File: src/rtl/regfile_mp_sb_if.sv
// Bus bundle for regfile_mp_sb: write ports, read ports, and scoreboard set/observe.
// The master drives writes, read indices and issue marks; the slave returns read data and busy state.
interface regfile_mp_sb_if #(
    parameter int XLEN  = 32,
    parameter int NREGS = 32,
    parameter int NRD   = 2,
    parameter int NWR   = 2,
    parameter int AW    = $clog2(NREGS)
);
    logic [NWR-1:0]      wr_en;
    logic [NWR*AW-1:0]   wr_id;
    logic [NWR*XLEN-1:0] wr_data;
    logic [NRD*AW-1:0]   rd_id;
    logic [NRD*XLEN-1:0] rd_data;
    logic [NRD-1:0]      rd_busy;
    logic                sb_set_en;
    logic [AW-1:0]       sb_set_id;
    logic [NREGS-1:0]    busy_vec;

    modport master (
        output wr_en, wr_id, wr_data, rd_id, sb_set_en, sb_set_id,
        input  rd_data, rd_busy, busy_vec
    );

    modport slave (
        input  wr_en, wr_id, wr_data, rd_id, sb_set_en, sb_set_id,
        output rd_data, rd_busy, busy_vec
    );
endinterface

File: src/rtl/regfile_mp_sb.sv
// Multi-port register file with same-cycle write-to-read bypass and per-register busy scoreboard.
// Optional REGFILE_DEBUG_EN adds a debug_regs port exposing the raw array (no bypass).
module regfile_mp_sb #(
    parameter int XLEN     = 32,
    parameter int NREGS    = 32,
    parameter int NRD      = 2,
    parameter int NWR      = 2,
    parameter int ZERO_REG = 1
) (
    input  logic                  clk,
    input  logic                  reset_n,
    regfile_mp_sb_if.slave        rf
`ifdef REGFILE_DEBUG_EN
    ,
    output logic [NREGS*XLEN-1:0] debug_regs
`endif
);
    localparam int AW = $clog2(NREGS);

    logic [XLEN-1:0]  regs_reg [NREGS];
    logic [NREGS-1:0] busy_reg;
    logic [NREGS-1:0] busy_next;

    // An id is "live" when it names a real, writable register (not hardwired zero, not out of range).
    function automatic logic id_live(input logic [AW-1:0] id);
        return (32'(id) < NREGS) && !((ZERO_REG != 0) && (id == '0));
    endfunction

    // Ports are visited in ascending order, so the last (highest-index) enabled port wins.
    always_ff @(posedge clk) begin
        if (!reset_n) begin
            for (int r = 0; r < NREGS; r++) begin
                regs_reg[r] <= '0;
            end
        end else begin
            for (int p = 0; p < NWR; p++) begin
                if (rf.wr_en[p] && id_live(rf.wr_id[p*AW +: AW])) begin
                    regs_reg[rf.wr_id[p*AW +: AW]] <= rf.wr_data[p*XLEN +: XLEN];
                end
            end
        end
    end

    // Clears first, then the set, so a new producer supersedes a retiring one.
    always_comb begin
        busy_next = busy_reg;
        for (int p = 0; p < NWR; p++) begin
            if (rf.wr_en[p] && id_live(rf.wr_id[p*AW +: AW])) begin
                busy_next[rf.wr_id[p*AW +: AW]] = 1'b0;
            end
        end
        if (rf.sb_set_en && id_live(rf.sb_set_id)) begin
            busy_next[rf.sb_set_id] = 1'b1;
        end
    end

    always_ff @(posedge clk) begin
        if (!reset_n) begin
            busy_reg <= '0;
        end else begin
            busy_reg <= busy_next;
        end
    end

    assign rf.busy_vec = busy_reg;

    generate
        for (genvar gi = 0; gi < NRD; gi++) begin : g_rd
            logic [AW-1:0]   rd_id_cur;
            logic [XLEN-1:0] rd_data_next;
            logic            rd_busy_next;

            assign rd_id_cur = rf.rd_id[gi*AW +: AW];

            always_comb begin
                rd_data_next = '0;
                rd_busy_next = 1'b0;
                if (id_live(rd_id_cur)) begin
                    rd_data_next = regs_reg[rd_id_cur];
                    rd_busy_next = busy_reg[rd_id_cur];
                    for (int p = 0; p < NWR; p++) begin
                        if (rf.wr_en[p] && (rf.wr_id[p*AW +: AW] == rd_id_cur)) begin
                            rd_data_next = rf.wr_data[p*XLEN +: XLEN];
                            rd_busy_next = 1'b0;
                        end
                    end
                end
            end

            assign rf.rd_data[gi*XLEN +: XLEN] = rd_data_next;
            assign rf.rd_busy[gi]              = rd_busy_next;
        end

`ifdef REGFILE_DEBUG_EN
        for (genvar gi = 0; gi < NREGS; gi++) begin : g_dbg
            assign debug_regs[gi*XLEN +: XLEN] = regs_reg[gi];
        end
`endif
    endgenerate
endmodule

File: src/flat_wrapper.sv
// flat-port wrapper written by rule: the top's interface ports become plain ports
module regfile_mp_sb_flat 
#(
    parameter int XLEN     = 32,
    parameter int NREGS    = 32,
    parameter int NRD      = 2,
    parameter int NWR      = 2,
    parameter int ZERO_REG = 1
)
  (clk, reset_n, rf_wr_en, rf_wr_id, rf_wr_data, rf_rd_id, rf_sb_set_en, rf_sb_set_id, rf_rd_data, rf_rd_busy, rf_busy_vec);
  regfile_mp_sb_if #(.XLEN(XLEN), .NREGS(NREGS), .NRD(NRD), .NWR(NWR)) rf_i ();
  input  logic clk;
  input  logic reset_n;
  input wire logic [$bits(rf_i.wr_en)-1:0] rf_wr_en;
  input wire logic [$bits(rf_i.wr_id)-1:0] rf_wr_id;
  input wire logic [$bits(rf_i.wr_data)-1:0] rf_wr_data;
  input wire logic [$bits(rf_i.rd_id)-1:0] rf_rd_id;
  input wire logic [$bits(rf_i.sb_set_en)-1:0] rf_sb_set_en;
  input wire logic [$bits(rf_i.sb_set_id)-1:0] rf_sb_set_id;
  output wire logic [$bits(rf_i.rd_data)-1:0] rf_rd_data;
  output wire logic [$bits(rf_i.rd_busy)-1:0] rf_rd_busy;
  output wire logic [$bits(rf_i.busy_vec)-1:0] rf_busy_vec;
  assign rf_i.wr_en = rf_wr_en;
  assign rf_i.wr_id = rf_wr_id;
  assign rf_i.wr_data = rf_wr_data;
  assign rf_i.rd_id = rf_rd_id;
  assign rf_i.sb_set_en = rf_sb_set_en;
  assign rf_i.sb_set_id = rf_sb_set_id;
  assign rf_rd_data = rf_i.rd_data;
  assign rf_rd_busy = rf_i.rd_busy;
  assign rf_busy_vec = rf_i.busy_vec;
  regfile_mp_sb #(.XLEN(XLEN), .NREGS(NREGS), .NRD(NRD), .NWR(NWR), .ZERO_REG(ZERO_REG)) u_core (.clk(clk), .reset_n(reset_n), .rf(rf_i));
endmodule
File: config.mk
export PLATFORM = sky130hd
export DESIGN_NAME = regfile_mp_sb_flat
export DESIGN_NICKNAME = d
export VERILOG_FILES = /design/src/rtl/regfile_mp_sb_if.sv /design/src/rtl/regfile_mp_sb.sv /design/src/flat_wrapper.sv
export SDC_FILE = /design/constraint.sdc
export NUM_CORES = 2
export LEC_CHECK = 0
export ABC_AREA = 0
export BUFFER_PORTS_ARGS = -buffer_cell sky130_fd_sc_hd__buf_4
export CAP_MARGIN = 10
export CELL_PAD_IN_SITES_DETAIL_PLACEMENT = 1
export CELL_PAD_IN_SITES_GLOBAL_PLACEMENT = 1
export CORE_ASPECT_RATIO = 1.1
export CORE_MARGIN = 3
export CORE_UTILIZATION = 48
export DETAILED_ROUTE_END_ITERATION = 16
export PLACE_DENSITY = 0.75
export SLEW_MARGIN = 20
export SYNTH_ARGS = -nofsm -noshare
export SYNTH_HDL_FRONTEND = slang
export SYNTH_SLANG_ARGS = --single-unit
File: constraint.sdc
create_clock -name clk -period 3.79 [get_ports clk]
set_input_delay 0.379 -clock clk [delete_from_list [all_inputs] [get_ports clk]]
set_output_delay 0.379 -clock clk [all_outputs]
set_load 0.01 [all_outputs]
==> out/results.tsv <==
stage	metric	value	unit
sta	fmax	281	MHz
sta	final setup fails	0	
sta	minimum clock period	3.55	ns
cts	clk_lat worst skew	0.76	ns
layout	Final Net Count	4311	
sta	max-slew violations	0	
layout	share of layout cells above drive strength 1	0.290	
worst_setup_path	CP Class	in2out	
sta	relative slew slack	0.168	
worst_setup_path	Worst path slowest cell	mux4_2	
yosys	number of flops mapped to enable cells by yosys	1024	
grt	antenna violations before repair	6	
worst_setup_path	Critical Path AT	3.18	ns
layout	Filler Cell Count	11700	
yosys	Avg Inst Size Synth	14.2	sq um
sta	Slew @ Worst Pin	1.24	ns
placement	RePlAce Congestion	0.940	
job	Max-Cap Viols	0	
worst_hold_path	cell count of the worst hold path	4	
grt	largest net degree at the start of global routing	55	
pwr	worst vdd ir	0.395	mV
cts	CTS Buf Count	110	
cts	postcts setup bufs	0	
drt	routed len/inst	46.3	um
worst_setup_path	worst path required time	3.41	ns
pwr	Power, Total	29.2	mW
drt	routed wl met2	121000	um
sta	RSZ-0062 raised after global routing	false	
layout	Post-Layout Cell Count	5973	
cts	Max Root-Sink Buffers	3	
drt	met3 WL	41100	um
yosys	register bit total from synthesis	1056	
floorplan	Initial Utilization	0.487	
cts	clock sink count	1056	
layout	register area	0.0314	sq mm
yosys	YS warnings	0	
drt	DR pass1 iterations	8	
outcome	run status	completed	
worst_setup_path	Worst Path Buf+Inv	4	
cts	TritonCTS clock tree	yes	
floorplan	I/O pin total	192	
grt	vias in the first global route	51200	
drt	Residual DRC	0	
worst_setup_path	worst flop-to-flop path startpoint	u_core.rf.busy_vec[2]	
floorplan	cell row count	136	
worst_setup_path	CP Max Fanout	36	
worst_setup_path	Top delay family on crit path	buffers and inverters	
worst_setup_path	Critical Path Most Common Cell	buf_4	
layout	Multi-input gate area	0.0276	sq mm
drt	antenna-violating nets left	0	
sta	Tcrit/Tclk final	0.938	
floorplan	Core ar.	0.126	sq mm
drt	top sig layer	met5	
placement	placed cells	5758	
pwr	P_leak	24.0	nW
worst_setup_path	FF-to-FF path depth	3	
placement	DP HPWL	165000	um
grt	first-pass GRT wire length	383000	um
yosys	Post-synth top flop	edfxtp_1	
drt	vias per cell	8.36	
layout	Largest register FFs	1024	
worst_hold_path	Worst Hold Class	in2reg	
drt	final WL	276000	um
yosys	register area share after synthesis	0.513	
floorplan	DIE AREA	0.132	sq mm
floorplan	die width	347	um
worst_hold_path	Worst Min Path Start	rf_sb_set_id[3]	
cts	clk slew on worst S/H paths	0.06	ns
placement	Port Buf Inserts	191	
floorplan	Die Y	381	um
placement	dpl cell area	0.0658	sq mm
worst_setup_path	reg2reg end	u_core.rf.busy_vec[2]	
layout	area grow syn2layout	13.2	%
drt	Vias	49900	
worst_setup_path	Worst Setup End Kind	output port	
drt	M1 wire length	89500	um
sta	Final Hold Fails	0	
yosys	fraction of registers with async set/reset	0	
worst_setup_path	crit-path cells	buf_8 > buf_12 > buf_4 > mux4_2 > mux2_2 > a221oi_1 > nor4_1 > a221o_1 > buf_4	
yosys	Netlist cell types	56	
yosys	Post-Syn Instances	4297	
worst_setup_path	crit path launch type	input port	
worst_hold_path	Hold Path Sink	u_core.rf.busy_vec[6]	
cts	root buffer cell	clkbuf_16	
layout	fin area	0.0693	sq mm
worst_setup_path	R2R setup slack	2.55	ns
sta	Final Skew	0	ns
worst_setup_path	Worst path max stage delay	0.52	ns
pwr	Pwr per Cell Area	422	mW/mm^2
cts	H-tree Lvls	3	
grt	Overflow after GRT	0	
yosys	Post-Syn Area	0.0612	sq mm
sta	setup ws final	0.236	ns
sta	setup tns final	0	ns
grt	gr usage total	0.410	
drt	1st-iter DRT viols	8589	
placement	DP Worst Slack	0.358	ns
worst min-delay path: stages:
cell and delay (ns):
buf_4 0.11, nor2b_1 0.06, nand2_1 0.12, o22ai_1 0.08
metrics by stage:
step / hold WS [ns] / utilization
after CTS: 0.0431 / 0.551
final: 0.0563 / 0.551
after detailed placement: 0.509 / 0.523
after floorplan: 0.473 / -
after global placement: 0.500 / 0.523
after global routing: 0.0687 / 0.551
cell usage in the layout (no fill, tap or decap), types with 5 or more instances in the layout:
cell type and n:
nand3b_1 10, mux4_2 407, dfxtp_1 32, clkbuf_1 28, xnor2_1 12, buf_12 77
a221oi_1 59, nor2b_1 5, a22o_1 1052, nor2_1 30, nand2_1 58, clkbuf_16 113
clkinv_1 27, clkinv_2 23, nor2_4 46, nor3_2 18, mux2_2 96, o221ai_4 6
a211o_2 13, inv_1 37, bufinv_16 5, a21oi_1 13, nand3_1 13, o22ai_1 30
o21ai_0 13, mux2i_1 231, a221o_1 61, o221ai_1 92, o21ai_4 6, nor4_1 62
xor2_1 8, edfxtp_1 1024, o211a_1 31, conb_1 32, buf_4 395, a211oi_1 61
final cells by class:
type	instances	area share
flip-flops and latches	1056	0.453
multi-input cells	2532	0.399
repair buffers	479	0.0663
clock buffers	145	0.0430
well taps	1656	0.0299
clock inverters	63	0.00688
inverters	38	0.00206
diodes	4	0.000144
cell usage after synthesis, drive strengths merged (38+ instances only):
library cell  instances  share of area
a211oi               62         0.0076
a221o                62          0.010
a221oi               59         0.0084
a22o               1052           0.15
buf                 200          0.016
clkbuf              502          0.031
edfxtp             1024           0.50
inv                  38         0.0023
mux2                 96          0.018
mux2i               231          0.038
mux4                407           0.15
nand2                61         0.0037
nor2                 76         0.0047
nor4                 62         0.0063
o221ai               98          0.014
repair_timing:
| item | 4_1_cts | 5_1_grt |
|---|---|---|
| setup endpoints to repair | 0 | 0 |
| hold buffers | 3 | 0 |
| resized for setup | 0 | 0 |
| hold endpoints to repair | 2 | 0 |
where the power goes:
group	switching, mW	internal, mW
clock	4.96	5.87
sequential	0.416	13.5
combinational	2.68	1.79
metal layers:
layer  vias up  GRT usage
li1      18100          -
met1     25300      0.492
met2      5136      0.608
met3      1428      0.143
met4         8      0.311
met5         -    0.00109
kinds of logic after synthesis:
logic type / synth area share
compound gates: 0.206
flops: 0.513
buf+inv: 0.0495
mux: 0.205
simple gates: 0.0243
xor+xnor: 0.00286
other cells: 0.0000613
how the worst max path moves through the flow:
stage	slack, ns	depth (start not counted)	to	start
floorplan	-0.28	4	u_core.regs_reg[16][0]	rf_wr_id[8]
global placement	0.32	9	rf_rd_data[51]	rf_rd_id[5]
detailed placement	0.36	9	rf_rd_data[51]	rf_rd_id[5]
CTS	0.29	9	rf_rd_data[60]	rf_rd_id[5]
global route	0.16	7	rf_rd_data[51]	u_core.regs_reg[25][19]
finish	0.24	9	rf_rd_data[60]	rf_rd_id[5]
No activity file was read; power rests on OpenSTA's default activity.
